<file path="src/rtl/alu_wb_sequencer_pkg.sv">
// alu_wb_sequencer_pkg: register offsets, sequencer states and ALU opcodes shared by the sequencer and its bench
package alu_wb_sequencer_pkg;

    localparam logic [31:0] OFF_A      = 32'd0;
    localparam logic [31:0] OFF_IO     = 32'd4;
    localparam logic [31:0] OFF_RES_LO = 32'd8;
    localparam logic [31:0] OFF_B      = 32'd12;
    localparam logic [31:0] OFF_OP     = 32'd16;
    localparam logic [31:0] OFF_RES_HI = 32'd20;

    typedef enum logic [2:0] {
        IDLE, WR_A, WR_B, WR_OP, SETTLE, RD_LO, RD_HI, DONE
    } state_e;

    typedef enum logic [3:0] {
        OP_NOT  = 4'b0000,
        OP_AND  = 4'b0001,
        OP_OR   = 4'b0010,
        OP_XOR  = 4'b0011,
        OP_NOR  = 4'b0100,
        OP_ADD  = 4'b0101,
        OP_SUB  = 4'b0110,
        OP_XNOR = 4'b0111,
        OP_MUL  = 4'b1000,
        OP_DIV  = 4'b1001,
        OP_SHL  = 4'b1010,
        OP_SHR  = 4'b1011
    } op_e;

endpackage

</file>
<file path="src/rtl/alu_wb_sequencer_if.sv">
// alu_wb_sequencer_if: job stream, result stream and Wishbone master bus of the sequencer
interface alu_wb_sequencer_if;
    logic        in_valid;
    logic        in_ready;
    logic [31:0] in_a;
    logic [31:0] in_b;
    logic [3:0]  in_op;
    logic        out_valid;
    logic        out_ready;
    logic [63:0] out_result;
    logic        out_err;
    logic        o_wb_cyc;
    logic        o_wb_stb;
    logic        o_wb_we;
    logic [31:0] o_wb_addr;
    logic [31:0] o_wb_data;
    logic        i_wb_ack;
    logic        i_wb_stall;
    logic [31:0] i_wb_data;

    modport master (
        input  in_valid, in_a, in_b, in_op, out_ready, i_wb_ack, i_wb_stall, i_wb_data,
        output in_ready, out_valid, out_result, out_err,
        output o_wb_cyc, o_wb_stb, o_wb_we, o_wb_addr, o_wb_data
    );

    modport slave (
        output in_valid, in_a, in_b, in_op, out_ready, i_wb_ack, i_wb_stall, i_wb_data,
        input  in_ready, out_valid, out_result, out_err,
        input  o_wb_cyc, o_wb_stb, o_wb_we, o_wb_addr, o_wb_data
    );
endinterface

</file>
<file path="src/rtl/alu_wb_sequencer_wb_single_xfer.sv">
// wb_single_xfer: one pipelined Wishbone transaction per start pulse.
// ALU_SEQ_TIMEOUT_EN adds an ack-wait limit of TIMEOUT_CYCLES.
module wb_single_xfer #(
    parameter int TIMEOUT_CYCLES = 255
) (
    input  logic        clk,
    input  logic        reset,
    input  logic        start_i,
    input  logic        we_i,
    input  logic [31:0] addr_i,
    input  logic [31:0] wdata_i,
    output logic        done_o,
    output logic        timeout_o,
    output logic [31:0] rdata_o,
    output logic        cyc_o,
    output logic        stb_o,
    output logic        we_o,
    output logic [31:0] addr_o,
    output logic [31:0] wdata_o,
    input  logic        ack_i,
    input  logic        stall_i,
    input  logic [31:0] rdata_i
);
    logic        cyc_q, stb_q, we_q, end_w;
    logic [31:0] addr_q, wdata_q;

    assign done_o  = cyc_q & ack_i;
    assign rdata_o = rdata_i;
    assign end_w   = done_o | timeout_o;
    assign cyc_o   = cyc_q;
    assign stb_o   = stb_q;
    assign we_o    = we_q;
    assign addr_o  = addr_q;
    assign wdata_o = wdata_q;

`ifdef ALU_SEQ_TIMEOUT_EN
    localparam int TW = $clog2(TIMEOUT_CYCLES + 1);
    logic [TW-1:0] tcnt_q;
    assign timeout_o = cyc_q & ~ack_i & (tcnt_q == TW'(TIMEOUT_CYCLES - 1));
    always_ff @(posedge clk or negedge reset)
        if (!reset) tcnt_q <= '0;
        else        tcnt_q <= start_i ? '0 : tcnt_q + TW'(cyc_q);
`else
    logic unused_timeout;
    assign unused_timeout = TIMEOUT_CYCLES != 0;
    assign timeout_o = 1'b0;
`endif

    // A start coinciding with the previous ack re-raises cyc with no idle gap.
    always_ff @(posedge clk or negedge reset) begin
        if (!reset) begin
            cyc_q   <= 1'b0;
            stb_q   <= 1'b0;
            we_q    <= 1'b0;
            addr_q  <= '0;
            wdata_q <= '0;
        end else if (start_i) begin
            cyc_q   <= 1'b1;
            stb_q   <= 1'b1;
            we_q    <= we_i;
            addr_q  <= addr_i;
            wdata_q <= wdata_i;
        end else begin
            if ((stb_q & ~stall_i) | end_w) stb_q <= 1'b0;
            if (end_w) cyc_q <= 1'b0;
        end
    end
endmodule

</file>
<file path="src/rtl/alu_wb_sequencer.sv">
// alu_wb_sequencer: drives the ALU peripheral over Wishbone for each valid/ready job.
// ALU_SEQ_TIMEOUT_EN enables aborting a job whose slave never acks (reported on out_err).
module alu_wb_sequencer
    import alu_wb_sequencer_pkg::*;
#(
    parameter logic [31:0] BASE_ADDRESS   = 32'h3000_0000,
    parameter int          SETTLE_CYCLES  = 2,
    parameter int          TIMEOUT_CYCLES = 255
) (
    input logic               clk,
    input logic               reset,
    alu_wb_sequencer_if.master bus
);
    localparam int CW = SETTLE_CYCLES > 1 ? $clog2(SETTLE_CYCLES) : 1;

    state_e        state_q, state_d;
    logic [31:0]   b_q;
    logic [3:0]    op_q;
    logic [CW-1:0] cnt_q;
    logic [63:0]   res_q;
    logic          err_q, out_valid_q, in_ready_q, accept;
    logic          x_start, x_we, x_done, x_timeout;
    logic [31:0]   x_addr, x_wdata, x_rdata;

    assign accept         = bus.in_valid & in_ready_q;
    assign bus.in_ready   = in_ready_q;
    assign bus.out_valid  = out_valid_q;
    assign bus.out_result = res_q;
    assign bus.out_err    = err_q;

    // Next bus transaction is launched on the same edge the FSM enters its state.
    always_comb begin
        state_d = state_q;
        x_start = 1'b0;
        x_we    = 1'b1;
        x_addr  = BASE_ADDRESS + OFF_A;
        x_wdata = bus.in_a;
        case (state_q)
            IDLE:   if (accept) begin
                state_d = WR_A;
                x_start = 1'b1;
            end
            WR_A:   if (x_done) begin
                state_d = WR_B;
                x_start = 1'b1;
                x_addr  = BASE_ADDRESS + OFF_B;
                x_wdata = b_q;
            end
            WR_B:   if (x_done) begin
                state_d = WR_OP;
                x_start = 1'b1;
                x_addr  = BASE_ADDRESS + OFF_OP;
                x_wdata = {28'b0, op_q};
            end
            WR_OP:  if (x_done) state_d = SETTLE;
            SETTLE: if (cnt_q == '0) begin
                state_d = RD_LO;
                x_start = 1'b1;
                x_we    = 1'b0;
                x_addr  = BASE_ADDRESS + OFF_RES_LO;
            end
            RD_LO:  if (x_done) begin
                state_d = RD_HI;
                x_start = 1'b1;
                x_we    = 1'b0;
                x_addr  = BASE_ADDRESS + OFF_RES_HI;
            end
            RD_HI:  if (x_done) state_d = DONE;
            DONE:   if (bus.out_ready) state_d = IDLE;
        endcase
        if (x_timeout) state_d = DONE;
    end

    always_ff @(posedge clk or negedge reset) begin
        if (!reset) begin
            state_q     <= IDLE;
            b_q         <= '0;
            op_q        <= '0;
            cnt_q       <= '0;
            res_q       <= '0;
            err_q       <= 1'b0;
            out_valid_q <= 1'b0;
            in_ready_q  <= 1'b0;
        end else begin
            state_q     <= state_d;
            in_ready_q  <= state_d == IDLE;
            out_valid_q <= state_d == DONE;
            cnt_q       <= state_q == SETTLE ? cnt_q - CW'(1) : CW'(SETTLE_CYCLES - 1);
            if (accept) begin
                b_q   <= bus.in_b;
                op_q  <= bus.in_op;
                res_q <= '0;
                err_q <= 1'b0;
            end
            if (x_done && state_q == RD_LO) res_q[31:0]  <= x_rdata;
            if (x_done && state_q == RD_HI) res_q[63:32] <= x_rdata;
            if (x_timeout) begin
                res_q <= '0;
                err_q <= 1'b1;
            end
        end
    end

    wb_single_xfer #(.TIMEOUT_CYCLES(TIMEOUT_CYCLES)) u_xfer (
        .clk       (clk),
        .reset     (reset),
        .start_i   (x_start),
        .we_i      (x_we),
        .addr_i    (x_addr),
        .wdata_i   (x_wdata),
        .done_o    (x_done),
        .timeout_o (x_timeout),
        .rdata_o   (x_rdata),
        .cyc_o     (bus.o_wb_cyc),
        .stb_o     (bus.o_wb_stb),
        .we_o      (bus.o_wb_we),
        .addr_o    (bus.o_wb_addr),
        .wdata_o   (bus.o_wb_data),
        .ack_i     (bus.i_wb_ack),
        .stall_i   (bus.i_wb_stall),
        .rdata_i   (bus.i_wb_data)
    );
endmodule

</file>
<file path="src/flat_wrapper.sv">
// flat-port wrapper written by rule: the top's interface ports become plain ports
module alu_wb_sequencer_flat import alu_wb_sequencer_pkg::*;
#(
    parameter logic [31:0] BASE_ADDRESS   = 32'h3000_0000,
    parameter int          SETTLE_CYCLES  = 2,
    parameter int          TIMEOUT_CYCLES = 255
)
  (clk, reset, bus_in_valid, bus_in_a, bus_in_b, bus_in_op, bus_out_ready, bus_i_wb_ack, bus_i_wb_stall, bus_i_wb_data, bus_in_ready, bus_out_valid, bus_out_result, bus_out_err, bus_o_wb_cyc, bus_o_wb_stb, bus_o_wb_we, bus_o_wb_addr, bus_o_wb_data);
  alu_wb_sequencer_if bus_i ();
  input logic clk;
  input logic reset;
  input wire logic [$bits(bus_i.in_valid)-1:0] bus_in_valid;
  input wire logic [$bits(bus_i.in_a)-1:0] bus_in_a;
  input wire logic [$bits(bus_i.in_b)-1:0] bus_in_b;
  input wire logic [$bits(bus_i.in_op)-1:0] bus_in_op;
  input wire logic [$bits(bus_i.out_ready)-1:0] bus_out_ready;
  input wire logic [$bits(bus_i.i_wb_ack)-1:0] bus_i_wb_ack;
  input wire logic [$bits(bus_i.i_wb_stall)-1:0] bus_i_wb_stall;
  input wire logic [$bits(bus_i.i_wb_data)-1:0] bus_i_wb_data;
  output wire logic [$bits(bus_i.in_ready)-1:0] bus_in_ready;
  output wire logic [$bits(bus_i.out_valid)-1:0] bus_out_valid;
  output wire logic [$bits(bus_i.out_result)-1:0] bus_out_result;
  output wire logic [$bits(bus_i.out_err)-1:0] bus_out_err;
  output wire logic [$bits(bus_i.o_wb_cyc)-1:0] bus_o_wb_cyc;
  output wire logic [$bits(bus_i.o_wb_stb)-1:0] bus_o_wb_stb;
  output wire logic [$bits(bus_i.o_wb_we)-1:0] bus_o_wb_we;
  output wire logic [$bits(bus_i.o_wb_addr)-1:0] bus_o_wb_addr;
  output wire logic [$bits(bus_i.o_wb_data)-1:0] bus_o_wb_data;
  assign bus_i.in_valid = bus_in_valid;
  assign bus_i.in_a = bus_in_a;
  assign bus_i.in_b = bus_in_b;
  assign bus_i.in_op = bus_in_op;
  assign bus_i.out_ready = bus_out_ready;
  assign bus_i.i_wb_ack = bus_i_wb_ack;
  assign bus_i.i_wb_stall = bus_i_wb_stall;
  assign bus_i.i_wb_data = bus_i_wb_data;
  assign bus_in_ready = bus_i.in_ready;
  assign bus_out_valid = bus_i.out_valid;
  assign bus_out_result = bus_i.out_result;
  assign bus_out_err = bus_i.out_err;
  assign bus_o_wb_cyc = bus_i.o_wb_cyc;
  assign bus_o_wb_stb = bus_i.o_wb_stb;
  assign bus_o_wb_we = bus_i.o_wb_we;
  assign bus_o_wb_addr = bus_i.o_wb_addr;
  assign bus_o_wb_data = bus_i.o_wb_data;
  alu_wb_sequencer #(.BASE_ADDRESS(BASE_ADDRESS), .SETTLE_CYCLES(SETTLE_CYCLES), .TIMEOUT_CYCLES(TIMEOUT_CYCLES)) u_core (.clk(clk), .reset(reset), .bus(bus_i));
endmodule
</file>
<file path="config.mk">
export PLATFORM = sky130hd
export DESIGN_NAME = alu_wb_sequencer_flat
export DESIGN_NICKNAME = d
export VERILOG_FILES = /design/src/rtl/alu_wb_sequencer_pkg.sv /design/src/rtl/alu_wb_sequencer_if.sv /design/src/rtl/alu_wb_sequencer_wb_single_xfer.sv /design/src/rtl/alu_wb_sequencer.sv /design/src/flat_wrapper.sv
export SDC_FILE = /design/constraint.sdc
export NUM_CORES = 1
export LEC_CHECK = 0
export CAP_MARGIN = 15
export CORE_MARGIN = 8
export CORE_UTILIZATION = 48
export CTS_CLUSTER_SIZE = 20
export DETAILED_ROUTE_END_ITERATION = 10
export GPL_TIMING_DRIVEN = 0
export HOLD_SLACK_MARGIN = 0.05
export PLACE_DENSITY = 0.86
export SLEW_MARGIN = 5
export SYNTH_ARGS = -nofsm -noshare
export SYNTH_HDL_FRONTEND = slang
export SYNTH_SLANG_ARGS = --single-unit
</file>
<file path="constraint.sdc">
create_clock -name clk -period 5.2 [get_ports clk]
set_clock_uncertainty 0.05 [all_clocks]
set_input_delay 0.52 -clock clk [delete_from_list [all_inputs] [get_ports clk]]
set_output_delay 0.52 -clock clk [all_outputs]
set_load 0.02 [all_outputs]
</file>
==> results of run 1 <==
-- state kept, by name, summed over array words and instances, names as in the netlist, 3 cells and up --
register               flops
u_core.state_q             3
u_core.u_xfer.wdata_o     32
u_core.b_q                32
u_core.bus.out_result     64
u_core.op_q                4
u_core.u_xfer.addr_o       4
-- logic make-up after synthesis --
group                  count (synthesis)  share of synthesized area
and+or+nand+nor                      161                     0.1076
other                                  1                  0.0005982
AOI/OAI and AO/OA                    126                     0.1263
buffers and inverters                 69                    0.06826
DFF                                  145                     0.5788
muxes                                 66                     0.1184
-- metrics by stage --
| stage | worst slack (ps) | instance area [µm²] |
|---|---|---|
| finish | 2875 | 9334 |
| global route | 2751 | 9334 |
| CTS | 2876 | 9334 |
| detailed placement | 2423 | 8726 |
| global placement | -1984 | 8697 |
| floorplan | 3465 | 6370 |
-- how the worst max path moves through the flow --
stage	from	end	slack, ps
2_1_floorplan	u_core.u_xfer.cyc_o	u_core.u_xfer.wdata_o[11]	3460
3_3_place_gp	reset	u_core.bus.out_result[18]	-1980
3_5_place_dp	bus_i_wb_ack	u_core.bus.out_result[44]	2420
4_1_cts	bus_i_wb_ack	u_core.bus.out_result[44]	2880
5_1_grt	bus_i_wb_ack	u_core.bus.out_result[41]	2750
6_report	bus_i_wb_ack	u_core.bus.out_result[44]	2880
-- layout make-up --
class,count,area (µm²),share of cell area
clock buffers,23,478.0,0.05121
plain buffers,66,416.7,0.04464
multi-input cells,381,2313,0.2479
well taps,172,215.2,0.02306
flip-flops and latches,145,3628,0.3887
clock inverters,9,130.1,0.01394
inverters,3,11.26,0.001206
repair buffers,212,2141,0.2294
-- power by group --
part / leakage [nW] / internal, mW / switching [mW]
logic: 1.90 / 0.809 / 0.801
clock network: 0.285 / 0.791 / 0.453
registers: 1.85 / 1.49 / 0.204
total: 4.03 / 3.09 / 1.46
-- layer usage --
layer	global-route usage	vias to the layer above	share of wire
li1	-	2403	-
met1	0.2650	2590	0.38
met2	0.3903	265	0.49
met3	0.08854	18	0.11
met4	0.07582	0	0.011
met5	0	-	0
-- worst max-delay path, cell delays in order --
cell	delay, ps
clkdlybuf4s50_1	560
nand2_1	190
nor3_2	660
clkbuf_1	420
o21ai_0	190
-- cell usage after synthesis, drive strengths merged --
cell type	n	area, µm²
a22o	28	245.2
buf	48	349.1
nand2	139	521.8
a21o	1	7.510
o211ai	1	7.510
and3	1	6.260
nor2	5	18.77
o22ai	1	6.260
and2	1	6.260
a22oi	4	30.03
a41oi	1	8.760
nor2b	3	21.27
o2bb2ai	1	8.760
o21ai	76	387.9
nand3	3	25.02
clkbuf	18	67.56
inv	3	11.26
mux2	65	731.9
nor3	3	31.28
and3b	2	17.52
mux2i	1	10.01
dfrtp	145	3628
o21a	2	15.01
a21oi	5	25.02
and2b	1	7.510
a31o	1	8.760
nand4	1	6.260
or2	1	6.260
o221ai	4	35.03
conb	1	3.750
a31oi	1	6.260
or3	1	6.260
==> flow_metrics.py, run 1 <==
metrics = {
    "sta": {
        "rsz0062_at_grt": "no",
        "setup_violations": 0,
        "worst_pin_slew_ps": 754.4,
        "fin_crit_sh": 0.4471,
        "fmax_ghz": 0.4301,
        "report.final.hold_viol_count": 0,
        "slew_headroom": 0.4943,
        "slew_viol_final": 0,
        "whs_ps": 53.04,
        "setup_tns_ps": 0,
        "fin_crit_ps": 2325,
    },
    "critical_path": {
        "critPathKind": "in2reg",
        "r2r_cells": 4,
        "crit_arrival_ps": 2540,
        "cp-end-kind": "flop",
        "critPathLaunchType": "primary input",
        "critPathRequiredTime_ps": 5420,
        "r2r-start": "u_core.u_xfer.cyc_o",
        "worstPathMaxFanout": 10,
        "r2r-end": "u_core.bus.out_result[44]",
        "rrSetupSlack_ps": 3120,
    },
    "finish": {
        "diodes": 0,
        "final_cells": 1011,
        "area_growth_pct": 48.90,
        "mostFrequentLayoutCells": "clkdlybuf4s50_1 (210), dfrtp_1 (145), nand2_1 (139), o21ai_0 (69), mux2_2 (60)",
        "nets": 932,
        "drive_above_1_share": 0.1752,
        "n_fill_cell": 830,
        "mostFrequentLayoutCell": "clkdlybuf4s50_1",
        "final_core_util": 0.7366,
    },
    "die": {
        "row_count": 41,
        "die_area_um2": 16970,
        "coreArea_um2": 12670,
        "ios": 240,
        "die_h_um": 130.3,
        "start_util": 0.4947,
        "die_w_um": 130.3,
    },
    "grt": {
        "grt_overflow": 0,
        "grt_usage": 0.2312,
        "grt_pass1_vias": 5508,
        "antenna_found_initial": 0,
        "grt_max_degree": 77,
        "grt_pass1_wl_um": 29740,
    },
    "synth": {
        "ys_seq_area_frac": 0.5788,
        "synth_cell_type_count": 41,
        "mappedNetlistArea_um2": 6269,
        "syn_avg_cell_area_um2": 11.04,
        "yosysWarningCount": 0,
        "ys_ff_latch": 145,
        "netlist_instances": 568,
    },
    "power": {
        "finalPower_mw": 4.549,
        "leakage_nw": 4.033,
        "peakVddDrop_v": 0.0002183,
        "p_per_area_nw_per_um2": 487.3,
    },
    "clock_network": {
        "clockBufferDepth": 2,
        "postCtsResizedCells": 0,
        "clkSlewWorstSetupHoldPaths_ps": 60,
        "postCtsSetupBuffers": 0,
        "cts_hold_buf": 0,
        "numClockSinks": 145,
        "cts_tree": "done",
        "clock_latency_ps": 410,
        "cts-htree-levels": 4,
        "cts-root-buf": "clkbuf_16",
        "cts_buffers": 17,
    },
    "place": {
        "io_buffers": 211,
        "place_congestion": 0.8689,
        "place_inst": 979,
        "hpwlAfterDp_um": 14850,
    },
    "run": {
        "timing.max_cap.violations": 0,
    },
    "route": {
        "remaining_drc_errors": 0,
        "routed_wl_um": 19790,
        "first_pass_iters": 5,
        "via_per_inst": 5.219,
        "drt_iter0_drc": 316,
        "wire_per_inst_um": 19.58,
        "drt.antenna.violating_nets": 0,
        "routed-via-count": 5276,
    },
    "outcome": {
        "status": "finished, final reports clean",
    },
    "hold_path": {
        "holdCritPathClass": "in2async",
    },
}
No activity file was read; power rests on OpenSTA's default activity.
==> inputs of run 2 (changes only) <==
--- a/config.mk
+++ b/config.mk
@@ -7,12 +7,12 @@
 export LEC_CHECK = 0
 export CAP_MARGIN = 15
 export CORE_MARGIN = 8
-export CORE_UTILIZATION = 48
+export CORE_UTILIZATION = 44
 export CTS_CLUSTER_SIZE = 20
 export DETAILED_ROUTE_END_ITERATION = 10
 export GPL_TIMING_DRIVEN = 0
 export HOLD_SLACK_MARGIN = 0.05
-export PLACE_DENSITY = 0.86
+export PLACE_DENSITY = 0.8
 export SLEW_MARGIN = 5
 export SYNTH_ARGS = -nofsm -noshare
 export SYNTH_HDL_FRONTEND = slang
==> constraint.sdc (replaced) <==
create_clock -name clk -period 2.4 [get_ports clk]
set_clock_uncertainty 0.05 [all_clocks]
set_input_delay 0.24 -clock clk [delete_from_list [all_inputs] [get_ports clk]]
set_output_delay 0.24 -clock clk [all_outputs]
set_load 0.02 [all_outputs]
==> run 2 against run 1 <==
Via count shrank 1.6%; worst hold slack improved by 310 ps; utilization is 6.3 points lower; cell area rose by 0.11%; cell count rose by 0.89%; wire length shrank 3.1%; non-clock buffer count rose by 1; first-iteration DRC count fell by 23%; largest cell class unchanged; highest routed layer is now met5.
==> flow_metrics.py, run 2 (synthesized netlist as in run 1, its figures left out) <==
metrics = {
    "power": {
        "seqPwrFrac": 0.375,
        "clock_power_share": 0.273,
        "finalPower_mw": 9.808,
        "leakage_nw": 4.042,
        "p_comb_frac": 0.352,
        "peakVddDrop_v": 0.0004702,
        "p_per_area_nw_per_um2": 1050,
        "switching_share": 0.3203,
        "switching_power_mw": 3.141,
        "internal_power_mw": 6.667,
    },
    "route": {
        "remaining_drc_errors": 0,
        "drt_iter0_drc": 242,
        "via_per_inst": 5.089,
        "drt.antenna.violating_nets": 0,
        "first_pass_iters": 4,
        "routed-via-count": 5191,
        "routed_wl_um": 19180,
        "wire_per_inst_um": 18.80,
    },
    "die": {
        "ios": 240,
        "coreArea_um2": 13880,
        "start_util": 0.4516,
        "row_count": 43,
        "die_h_um": 135.4,
        "die_w_um": 135.4,
        "die_area_um2": 18320,
    },
    "place": {
        "dp_worst_setup_slack_ps": -26.43,
        "place_area_um2": 8736,
        "place_congestion": 0.8782,
        "place_inst": 987,
        "io_buffers": 211,
        "hpwlAfterDp_um": 14590,
    },
    "sta": {
        "rsz0062_at_grt": "no",
        "setup_violations": 0,
        "report.final.hold_viol_count": 0,
        "fin_crit_ps": 2011,
        "slew_headroom": 0.5329,
        "slew_viol_final": 0,
        "fin_crit_sh": 0.8378,
        "fin_ws_ps": 389.3,
        "worst_pin_slew_ps": 696.8,
        "whs_ps": 358.4,
        "fmax_ghz": 0.4973,
        "setup_tns_ps": 0,
    },
    "critical_path": {
        "r2r-start": "u_core.u_xfer.cyc_o",
        "critPathRequiredTime_ps": 2610,
        "crit_arrival_ps": 2220,
        "r2r-end": "u_core.bus.out_result[60]",
        "cp-end-kind": "flop",
        "worstPathMaxFanout": 10,
        "slowest_stage": "nor3_2",
        "r2r_cells": 4,
        "critPathKind": "reg2reg",
        "rrSetupSlack_ps": 390,
        "cp_cell_sequence": "nand2_1 -> nor3_2 -> clkbuf_1 -> o21ai_0",
        "critPathLaunchType": "flop",
        "cpPeakStageDelay_ps": 610,
    },
    "finish": {
        "mostFrequentLayoutCell": "clkdlybuf4s50_1",
        "mostFrequentLayoutCells": "clkdlybuf4s50_1 (210), dfrtp_1 (145), nand2_1 (139), o21ai_0 (69), mux2_2 (60)",
        "nets": 933,
        "largest_reg_flops": 64,
        "diodes": 0,
        "final_cells": 1020,
        "final_area_um2": 9344,
        "area_growth_pct": 49.06,
        "final_core_util": 0.6732,
        "drive_above_1_share": 0.1750,
    },
    "grt": {
        "grt_max_degree": 74,
        "grt_use_met3": 0.09941,
        "grt_pass1_wl_um": 29790,
        "gr-usage-met1": 0.2386,
        "grt_overflow": 0,
        "grt_usage": 0.2067,
        "met2_usage": 0.3343,
        "antenna_found_initial": 2,
        "grt_pass1_vias": 5544,
        "grt_busiest_layer": "met2",
    },
    "clock_network": {
        "clkSlewWorstSetupHoldPaths_ps": 60,
        "cts-htree-levels": 4,
        "postCtsSetupBuffers": 0,
        "cts_tree": "done",
        "clockBufferDepth": 2,
        "clock_latency_ps": 400,
        "cts_buffers": 17,
        "numClockSinks": 145,
        "cts-root-buf": "clkbuf_16",
    },
    "hold_path": {
        "holdPathStages": 3,
        "worstHoldEndpoint": "u_core.bus.out_result[24]",
        "holdCritPathClass": "in2reg",
        "hold_start": "bus_i_wb_data[24]",
    },
    "outcome": {
        "status": "finished, final reports clean",
    },
    "run": {
        "timing.max_cap.violations": 0,
    },
}
-- run 2: worst max-delay path, delay by kind of cell (launching register included) --
family / cells / cell delay [ps]
compound gates: 1 / 180
buf+inv: 1 / 410
flops: 1 / 430
simple gates: 2 / 790
-- run 2: power groups by stage --
stage / logic [mW] / registers, mW / clock network [mW]
after global routing: 3.69 / 3.76 / 2.84
after global placement: 3.38 / 3.66 / 0
final: 3.46 / 3.68 / 2.67
after detailed placement: 3.48 / 3.71 / 0
after CTS: 3.49 / 3.67 / 2.73
after floorplan: 1.44 / 4.14 / 0
-- run 2: final cells by class --
cell class | instances | area, µm²
Multi-Input combinational cell | 381 | 2313
Fill cell | 1035 | 4537
Clock inverter | 10 | 133.9
Timing Repair Buffer | 213 | 2151
Sequential cell | 145 | 3628
Buffer | 66 | 416.7
Clock buffer | 22 | 464.2
Inverter | 3 | 11.26
Tap cell | 180 | 225.2
-- run 2: layer usage --
metal	vias up	part of all wire
met5	-	0.0014
met4	4	0.014
met3	22	0.12
met2	226	0.47
met1	2530	0.40
li1	2409	-
-- run 2: how the worst max path moves through the flow --
stage	start	endpoint	slack (ps)
2_1_floorplan	u_core.u_xfer.cyc_o	u_core.u_xfer.wdata_o[11]	660
3_3_place_gp	reset	u_core.bus.out_result[40]	-4550
3_5_place_dp	bus_i_wb_ack	u_core.bus.out_result[60]	-30
4_1_cts	u_core.u_xfer.cyc_o	u_core.bus.out_result[60]	370
5_1_grt	u_core.u_xfer.cyc_o	u_core.bus.out_result[34]	190
6_report	u_core.u_xfer.cyc_o	u_core.bus.out_result[60]	390
-- run 2: repair_timing --
item / CTS / global route
hold buffers: 1 / 0
endpoints found under the setup margin: 0 / 0
endpoints found under the hold margin: 72 / 0
gates resized for setup: 0 / 0
